<file path="src/rtl/debounce_filter.sv">
// debounce_filter: multi-channel debounce for slow discrete inputs.
// Each channel is synchronised, sampled on a shared prescaled tick and
// filtered by a saturating run counter. Outputs are a filtered level,
// single-cycle rise/fall pulses, a combined change pulse and a sticky
// glitch flag per channel.
module debounce_filter #(
  parameter int                          NUMBER_SIGNALS   = 4,
  parameter int                          CLOCK_PERIOD_NS  = 20,
  parameter int                          SAMPLE_PERIOD_NS = 500_000,
  parameter int                          STABLE_SAMPLES   = 8,
  parameter int                          SYNC_STAGES      = 2,
  parameter logic [NUMBER_SIGNALS-1:0]   RESET_VALUE      = '1
) (
  input  logic                      clk_i,
  input  logic                      nReset_i,
  input  logic                      enable_i,
  input  logic                      clear_i,
  input  logic [NUMBER_SIGNALS-1:0] signals_i,
  output logic [NUMBER_SIGNALS-1:0] signals_o,
  output logic [NUMBER_SIGNALS-1:0] rise_o,
  output logic [NUMBER_SIGNALS-1:0] fall_o,
  output logic                      changed_o,
  output logic [NUMBER_SIGNALS-1:0] glitch_o
);

  localparam int SAMPLE_DIV = SAMPLE_PERIOD_NS / CLOCK_PERIOD_NS;
  localparam int CNT_W      = $clog2(STABLE_SAMPLES + 1);

  localparam logic [CNT_W-1:0]          CNT_ZERO = {CNT_W{1'b0}};
  localparam logic [CNT_W-1:0]          CNT_ONE  = CNT_W'(1);
  // Count value at which one more differing sample commits the change.
  localparam logic [CNT_W-1:0]          CNT_LAST = CNT_W'(STABLE_SAMPLES - 1);
  localparam logic [NUMBER_SIGNALS-1:0] VEC_ZERO = {NUMBER_SIGNALS{1'b0}};

  logic [NUMBER_SIGNALS-1:0] sync_r [SYNC_STAGES];
  logic [NUMBER_SIGNALS-1:0] sync_s;
  logic                      tick_s;
  logic [CNT_W-1:0]          cnt_r     [NUMBER_SIGNALS];
  logic [CNT_W-1:0]          cnt_nxt_s [NUMBER_SIGNALS];
  logic [NUMBER_SIGNALS-1:0] out_nxt_s;
  logic [NUMBER_SIGNALS-1:0] rise_nxt_s;
  logic [NUMBER_SIGNALS-1:0] fall_nxt_s;
  logic [NUMBER_SIGNALS-1:0] gset_s;
  logic [NUMBER_SIGNALS-1:0] glitch_nxt_s;
  logic                      clear_d_r;
  logic                      clear_edge_s;

  // Input synchroniser chain; the last stage feeds the filters.
  always_ff @(posedge clk_i or negedge nReset_i) begin
    if (!nReset_i) begin
      for (int s = 0; s < SYNC_STAGES; s++) begin
        sync_r[s] <= RESET_VALUE;
      end
    end else begin
      sync_r[0] <= signals_i;
      for (int s = 1; s < SYNC_STAGES; s++) begin
        sync_r[s] <= sync_r[s-1];
      end
    end
  end

  assign sync_s = sync_r[SYNC_STAGES-1];

  if (SAMPLE_DIV <= 1) begin : g_no_prescaler
    assign tick_s = enable_i;
  end else begin : g_prescaler
    localparam int                PRE_W    = $clog2(SAMPLE_DIV);
    localparam logic [PRE_W-1:0]  PRE_LAST = PRE_W'(SAMPLE_DIV - 1);
    localparam logic [PRE_W-1:0]  PRE_ONE  = PRE_W'(1);
    logic [PRE_W-1:0] pre_cnt_r;

    // Prescaler: advances only while enabled, wraps on the tick cycle.
    always_ff @(posedge clk_i or negedge nReset_i) begin
      if (!nReset_i) begin
        pre_cnt_r <= {PRE_W{1'b0}};
      end else if (enable_i) begin
        if (pre_cnt_r == PRE_LAST) begin
          pre_cnt_r <= {PRE_W{1'b0}};
        end else begin
          pre_cnt_r <= pre_cnt_r + PRE_ONE;
        end
      end else begin
        pre_cnt_r <= pre_cnt_r;
      end
    end

    assign tick_s = enable_i && (pre_cnt_r == PRE_LAST);
  end

  assign clear_edge_s = clear_i & ~clear_d_r;

  // Per-channel filter decision and glitch flag next state.
  always_comb begin
    out_nxt_s  = signals_o;
    rise_nxt_s = VEC_ZERO;
    fall_nxt_s = VEC_ZERO;
    gset_s     = VEC_ZERO;
    for (int i = 0; i < NUMBER_SIGNALS; i++) begin
      cnt_nxt_s[i] = cnt_r[i];
      if (tick_s) begin
        if (sync_s[i] == signals_o[i]) begin
          // Run of differing samples broken: a pending change was a bounce.
          cnt_nxt_s[i] = CNT_ZERO;
          if (cnt_r[i] != CNT_ZERO) begin
            gset_s[i] = 1'b1;
          end else begin
            gset_s[i] = 1'b0;
          end
        end else if (cnt_r[i] == CNT_LAST) begin
          out_nxt_s[i]  = sync_s[i];
          rise_nxt_s[i] = sync_s[i];
          fall_nxt_s[i] = ~sync_s[i];
          cnt_nxt_s[i]  = CNT_ZERO;
        end else begin
          cnt_nxt_s[i] = cnt_r[i] + CNT_ONE;
        end
      end else begin
        cnt_nxt_s[i] = cnt_r[i];
      end
    end
    // A clear edge wipes old flags, but a bounce seen this cycle survives it.
    if (clear_edge_s) begin
      glitch_nxt_s = gset_s;
    end else begin
      glitch_nxt_s = glitch_o | gset_s;
    end
  end

  // Registered outputs, run counters and clear edge detector.
  always_ff @(posedge clk_i or negedge nReset_i) begin
    if (!nReset_i) begin
      signals_o <= RESET_VALUE;
      rise_o    <= VEC_ZERO;
      fall_o    <= VEC_ZERO;
      changed_o <= 1'b0;
      glitch_o  <= VEC_ZERO;
      clear_d_r <= 1'b0;
      for (int i = 0; i < NUMBER_SIGNALS; i++) begin
        cnt_r[i] <= CNT_ZERO;
      end
    end else begin
      signals_o <= out_nxt_s;
      rise_o    <= rise_nxt_s;
      fall_o    <= fall_nxt_s;
      changed_o <= |(rise_nxt_s | fall_nxt_s);
      glitch_o  <= glitch_nxt_s;
      clear_d_r <= clear_i;
      for (int i = 0; i < NUMBER_SIGNALS; i++) begin
        cnt_r[i] <= cnt_nxt_s[i];
      end
    end
  end

endmodule

</file>
<file path="config.mk">
export PLATFORM = sky130hd
export DESIGN_NAME = debounce_filter
export DESIGN_NICKNAME = d
export VERILOG_FILES = /design/src/rtl/debounce_filter.sv
export SDC_FILE = /design/constraint.sdc
export NUM_CORES = 1
export LEC_CHECK = 0
export CAP_MARGIN = 20
export CORE_AREA = 2 2 72 74
export DETAILED_ROUTE_END_ITERATION = 16
export DIE_AREA = 0 0 74 76
export PLACE_DENSITY = 0.8
export SLEW_MARGIN = 20
export SYNTH_ARGS = -nofsm -noshare
export SYNTH_HDL_FRONTEND = slang
export SYNTH_SLANG_ARGS = --single-unit
</file>
<file path="constraint.sdc">
create_clock -name clk_i -period 2 [get_ports clk_i]
set_input_delay 0.4 -clock clk_i [delete_from_list [all_inputs] [get_ports clk_i]]
set_output_delay 0.4 -clock clk_i [all_outputs]
set_load 0.02 [all_outputs]
</file>
; Word level (Yosys, flattened, before mapping)
; Cells that the tools add are included.
[word_totals]
elab_cells = 98
reg_bits = 57
[op_classes]
addsub = 5
n_eq_ne = 9
bitwise_logic = 12
reduce_logical = 10
n_mux = 46
[ops]
columns = cell, count
row1 = two-way mux 1 bit, 36
row2 = two-way mux 4 bit, 9
row3 = "adder 4 x 1 -> 4 bit, second input constant", 4
row4 = "== test 4 x 3 -> 1 bit, second input constant", 4
row5 = nonzero test 4 bit, 4
row6 = "adder 15 x 1 -> 15 bit, second input constant", 1
row7 = "== test 15 bit, second input constant", 1
row8 = two-way mux 15 bit, 1
row9 = AND reduction 3 bit, 4
row10 = NOT 1 bit, 9
row11 = OR 4 bit, 2
row12 = == test 1 bit, 4
row13 = OR reduction 4 bit, 1
row14 = bitwise AND 1 bit, 1
row15 = logical AND 1 bit, 1

; Longest topological paths before layout
[depth]
ltp_word = 6
mapped_depth = 7
mapped_depth_nobuf = 5

; Worst setup path before layout
; OpenSTA, ideal clock, no wires.
[synth_timing]
path_type = register to register
from = register g_prescaler.pre_cnt_r[0]
to = register glitch_o[2]
required_ns = 1.878
n_path_buf = 2
path_slack_ns = 0.427
setup_ns = 0.122
arrival_ns = 1.452
period_less_slack_ns = 1.573
stages_incl_launch_ff = 7
path_cell_list = dfrtp_1 -> ha_1 -> and3_1 -> and4_4 -> buf_8 -> buf_4 -> a32o_1
[synth_via]
elab_chain_cells = 5
[synth_rtl]
columns = element, line
row1 = "start, declared", 70  ; logic [PRE_W-1:0] pre_cnt_r;
row2 = "start signal, assigned", 75  ; pre_cnt_r <= {PRE_W{1'b0}};
row3 = "start signal, assigned", 78  ; pre_cnt_r <= {PRE_W{1'b0}};
row4 = "start signal, assigned", 80  ; pre_cnt_r <= pre_cnt_r + PRE_ONE;
row5 = == test 15 bit (*), 87  ; assign tick_s = enable_i && (pre_cnt_r == PRE_LAST);
row6 = logical AND 1 bit (*), 87
row7 = two-way mux 1 bit (*), 100  ; if (tick_s) begin
row8 = OR 4 bit, 125  ; glitch_nxt_s = glitch_o | gset_s;
row9 = two-way mux 4 bit (*), 122  ; if (clear_edge_s) begin
row10 = via glitch_nxt_s[2], 44  ; logic [NUMBER_SIGNALS-1:0] glitch_nxt_s;
row11 = "end signal, assigned", 146  ; glitch_o <= glitch_nxt_s;
row12 = "end, declared", 23  ; output logic [NUMBER_SIGNALS-1:0] glitch_o
; The timed path passes the listed nets; every way through them passes the cells marked *.
; A chain may end at the register's enable or synchronous reset.

; Worst setup path in the final report
[layout_timing]
from = register signals_o[2]
to = output port signals_o[2]
[layout_lines]
columns = element, line
row1 = "start, declared", 19  ; output logic [NUMBER_SIGNALS-1:0] signals_o,
row2 = "start signal, assigned", 142  ; signals_o <= out_nxt_s;
; No word-level cell between the ends.

==> flow_metrics.env <==
export IMPL_routed_wl_microns=4610
export IMPL_critPathMaxFanout=5
export IMPL_ir_drop_v=0.000624
export IMPL_clkTransAtPathRegs_ns=0.07
export IMPL_synth_most_common_cell="dfrtp_1"
export IMPL_cts_sinks=57
export IMPL_min_path_type="in -> async"
export IMPL_fin_crit_sh=0.960
export IMPL_wl_met1_microns=2180
export IMPL_crit_family="buffers and inverters"
export IMPL_grt_pass1_wl_microns=8180
export IMPL_pre_cts_ws_ns=-0.0726
export IMPL_p_per_area_nw_per_um2=829
export IMPL_synth_cell_types=39
export IMPL_skew_ns=0.0116
export IMPL_end_kind="output pin"
export IMPL_hpwl_microns=3130
export IMPL_avgSynthCellArea_sq_um=11.1
export IMPL_fp_dieW_microns=74
export IMPL_num_antenna_cells=0
export IMPL_netlist_instances=235
export IMPL_hold_worst_slack_ns=0.0454
export IMPL_initial_core_util=0.532
export IMPL_cts_tree="built"
export IMPL_leakage_nw=1.40
export IMPL_grt_max_degree=58
export IMPL_maxCapViolations=0
export IMPL_grt_overflow=0
export IMPL_ys_flop_type="dfrtp_1"
export IMPL_critPathBufInv=1
export IMPL_fin_cells=347
export IMPL_dp_cells=331
export IMPL_worstSetupStartpointType="flop"
export IMPL_setup_slack_ns=0.0801
export IMPL_io_pins=25
export IMPL_worstPathArrival_ns=1.52
export IMPL_synth_ff_latch_count=57
export IMPL_routed_top_layer="met4"
export IMPL_postRouteAntennaNets=0
export IMPL_drv_slew=0
export IMPL_async_reset_ff_frac=1.00
export IMPL_final_hold_viol_count=0
export IMPL_yosys_warnings=0
export IMPL_post_route_util=0.645
export IMPL_cts_hold_buffers=0
export IMPL_ctsResizeCount=0
export IMPL_wl_per_cell_microns=13.3
export IMPL_nets=289
export IMPL_synth_area_leaders="dfrtp_1 (43%), dfstp_2 (12%), ha_1 (4.3%)"
export IMPL_drive_gt1_frac=0.173
export IMPL_max_freq_ghz=0.521
export IMPL_drt_iter0_drc=88
export IMPL_cts_buffers=9
export IMPL_firstDrtPassIters=4
export IMPL_finalPower_mw=2.63
export IMPL_core_sq_um=4910
export IMPL_max_stage_delay_ns=0.61
export IMPL_synth_edf_count=0
export IMPL_synth_top_cell_by_area="dfrtp_1"
export IMPL_slew_headroom=0.625
export IMPL_vias_per_cell=5.23
export IMPL_setup_viol=0
export IMPL_path_class="reg -> out"
export IMPL_min_period_ns=1.92
export IMPL_crit_slowest_cell="clkdlybuf4s50_1"
export IMPL_yosysTopAreaCellShare=0.431
export IMPL_status="complete, no violations"
export IMPL_clk_latency_ns=0.34
export IMPL_dieArea_sq_um=5620
export IMPL_grt_pass1_vias=1843
export IMPL_gp_routability_congestion=0.759
export IMPL_htreeDepth=3
export IMPL_n_fill_cell=383
export IMPL_clockBufferDepth=2
export IMPL_grt_usage=0.190
export IMPL_yosys_top_cells_count="dfrtp_1 (45), nor2_1 (20), nand2_1 (19)"
export IMPL_cts_setup_buffers=0
export IMPL_rsz0062_at_grt="no"
export IMPL_synth_seq_area_share=0.551
export IMPL_crit_chain="clkdlybuf4s50_1"
export IMPL_areaGrowthSynthToFinish_pct=21.1
export IMPL_worst_pin_slew_ns=0.561
export IMPL_num_rows=26
export IMPL_wl_met3_microns=166
export IMPL_syn_nets=252
export IMPL_vias=1816
export IMPL_cp_required_ns=1.60
export IMPL_drcViolationCount=0
export IMPL_portBuffers=24
export IMPL_root_buffer="clkbuf_8"
export IMPL_antenna_found_initial=0
export IMPL_syn_area_sq_um=2620
export IMPL_die_y_microns=76
export IMPL_met2_length_microns=2160
-- layout make-up --
class / count / area [sq um] / share of cell area
sequential: 57 / 1440 / 0.455
multi-input combinational: 159 / 1080 / 0.342
timing repair buffer: 31 / 313 / 0.0988
clock buffer: 13 / 149 / 0.0470
tap: 70 / 87.6 / 0.0277
inverter: 14 / 52.6 / 0.0166
clock inverter: 3 / 40.0 / 0.0126
-- layout by cell type (no fill, tap or decap), types with 3 or more instances in the layout --
master,instances
nand2b_1,7
nor3b_1,4
nor4_1,7
buf_4,5
ha_1,9
a21oi_1,6
clkbuf_1,3
o31ai_1,4
dfrtp_1,45
xnor2_1,10
inv_1,14
nand2_1,19
nand3_1,11
nor3_1,4
clkbuf_8,10
nor2_1,20
and3_1,3
clkdlybuf4s50_1,23
o21ai_0,13
dfstp_2,12
a32o_1,4
nand4_1,5
xor2_1,7
-- where the power goes --
| group | total, mW | switching (mW) | internal, mW |
|---|---|---|---|
| combinational | 0.246 | 0.121 | 0.125 |
| sequential | 1.34 | 0.100 | 1.24 |
| clock | 1.04 | 0.435 | 0.606 |
| total | 2.63 | 0.656 | 1.97 |
-- cell families (layout without fill, tap and decap cells) --
kind of cell    after synthesis  after routing  synth area share
buf+inv                      19             61            0.0344
flops                        57             57             0.551
simple gates                 93             93             0.198
compound gates               35             35            0.0928
fa+ha+maj                     9              9            0.0431
mux                           5              5            0.0239
xor+xnor                     17             17            0.0569
-- state kept, by name (all words and copies together) (netlist names) --
register               flops
g_prescaler.pre_cnt_r     15
sync_s                     4
rise_o                     4
signals_o                  4
fall_o                     4
glitch_o                   4
clear_d_r                  1
sync_r                     4
changed_o                  1
cnt_r                     16
-- metrics by stage --
step	setup TNS, ns	instance area (sq um)
3_5_place_dp	-0.318	2980
3_3_place_gp	-0.0788	2980
4_1_cts	0	3170
5_1_grt	0	3170
6_report	0	3170
2_1_floorplan	0	2620
-- worst paths after layout --
| kind | from | end | slack (ns) | cells past startpoint |
|---|---|---|---|---|
| min | nReset_i | fall_o[3] | 0.05 | 2 |
| max | signals_o[2] | signals_o[2] | 0.08 | 1 |
| max in group asynchronous | nReset_i | sync_r[5] | 1.66 | 2 |
| max reg2reg | g_prescaler.pre_cnt_r[0] | signals_o[1] | 0.20 | 5 |
| min in group clk_i | sync_r[7] | sync_s[3] | 0.35 | 0 |
| min reg2reg | sync_r[7] | sync_s[3] | 0.35 | 0 |
-- layer usage --
layer,GRT usage,vias up
li1,-,896
met1,0.249,877
met2,0.279,33
met3,0.0595,10
met4,0.0982,0
met5,0,-
Power figures use the tool's default switching activity.
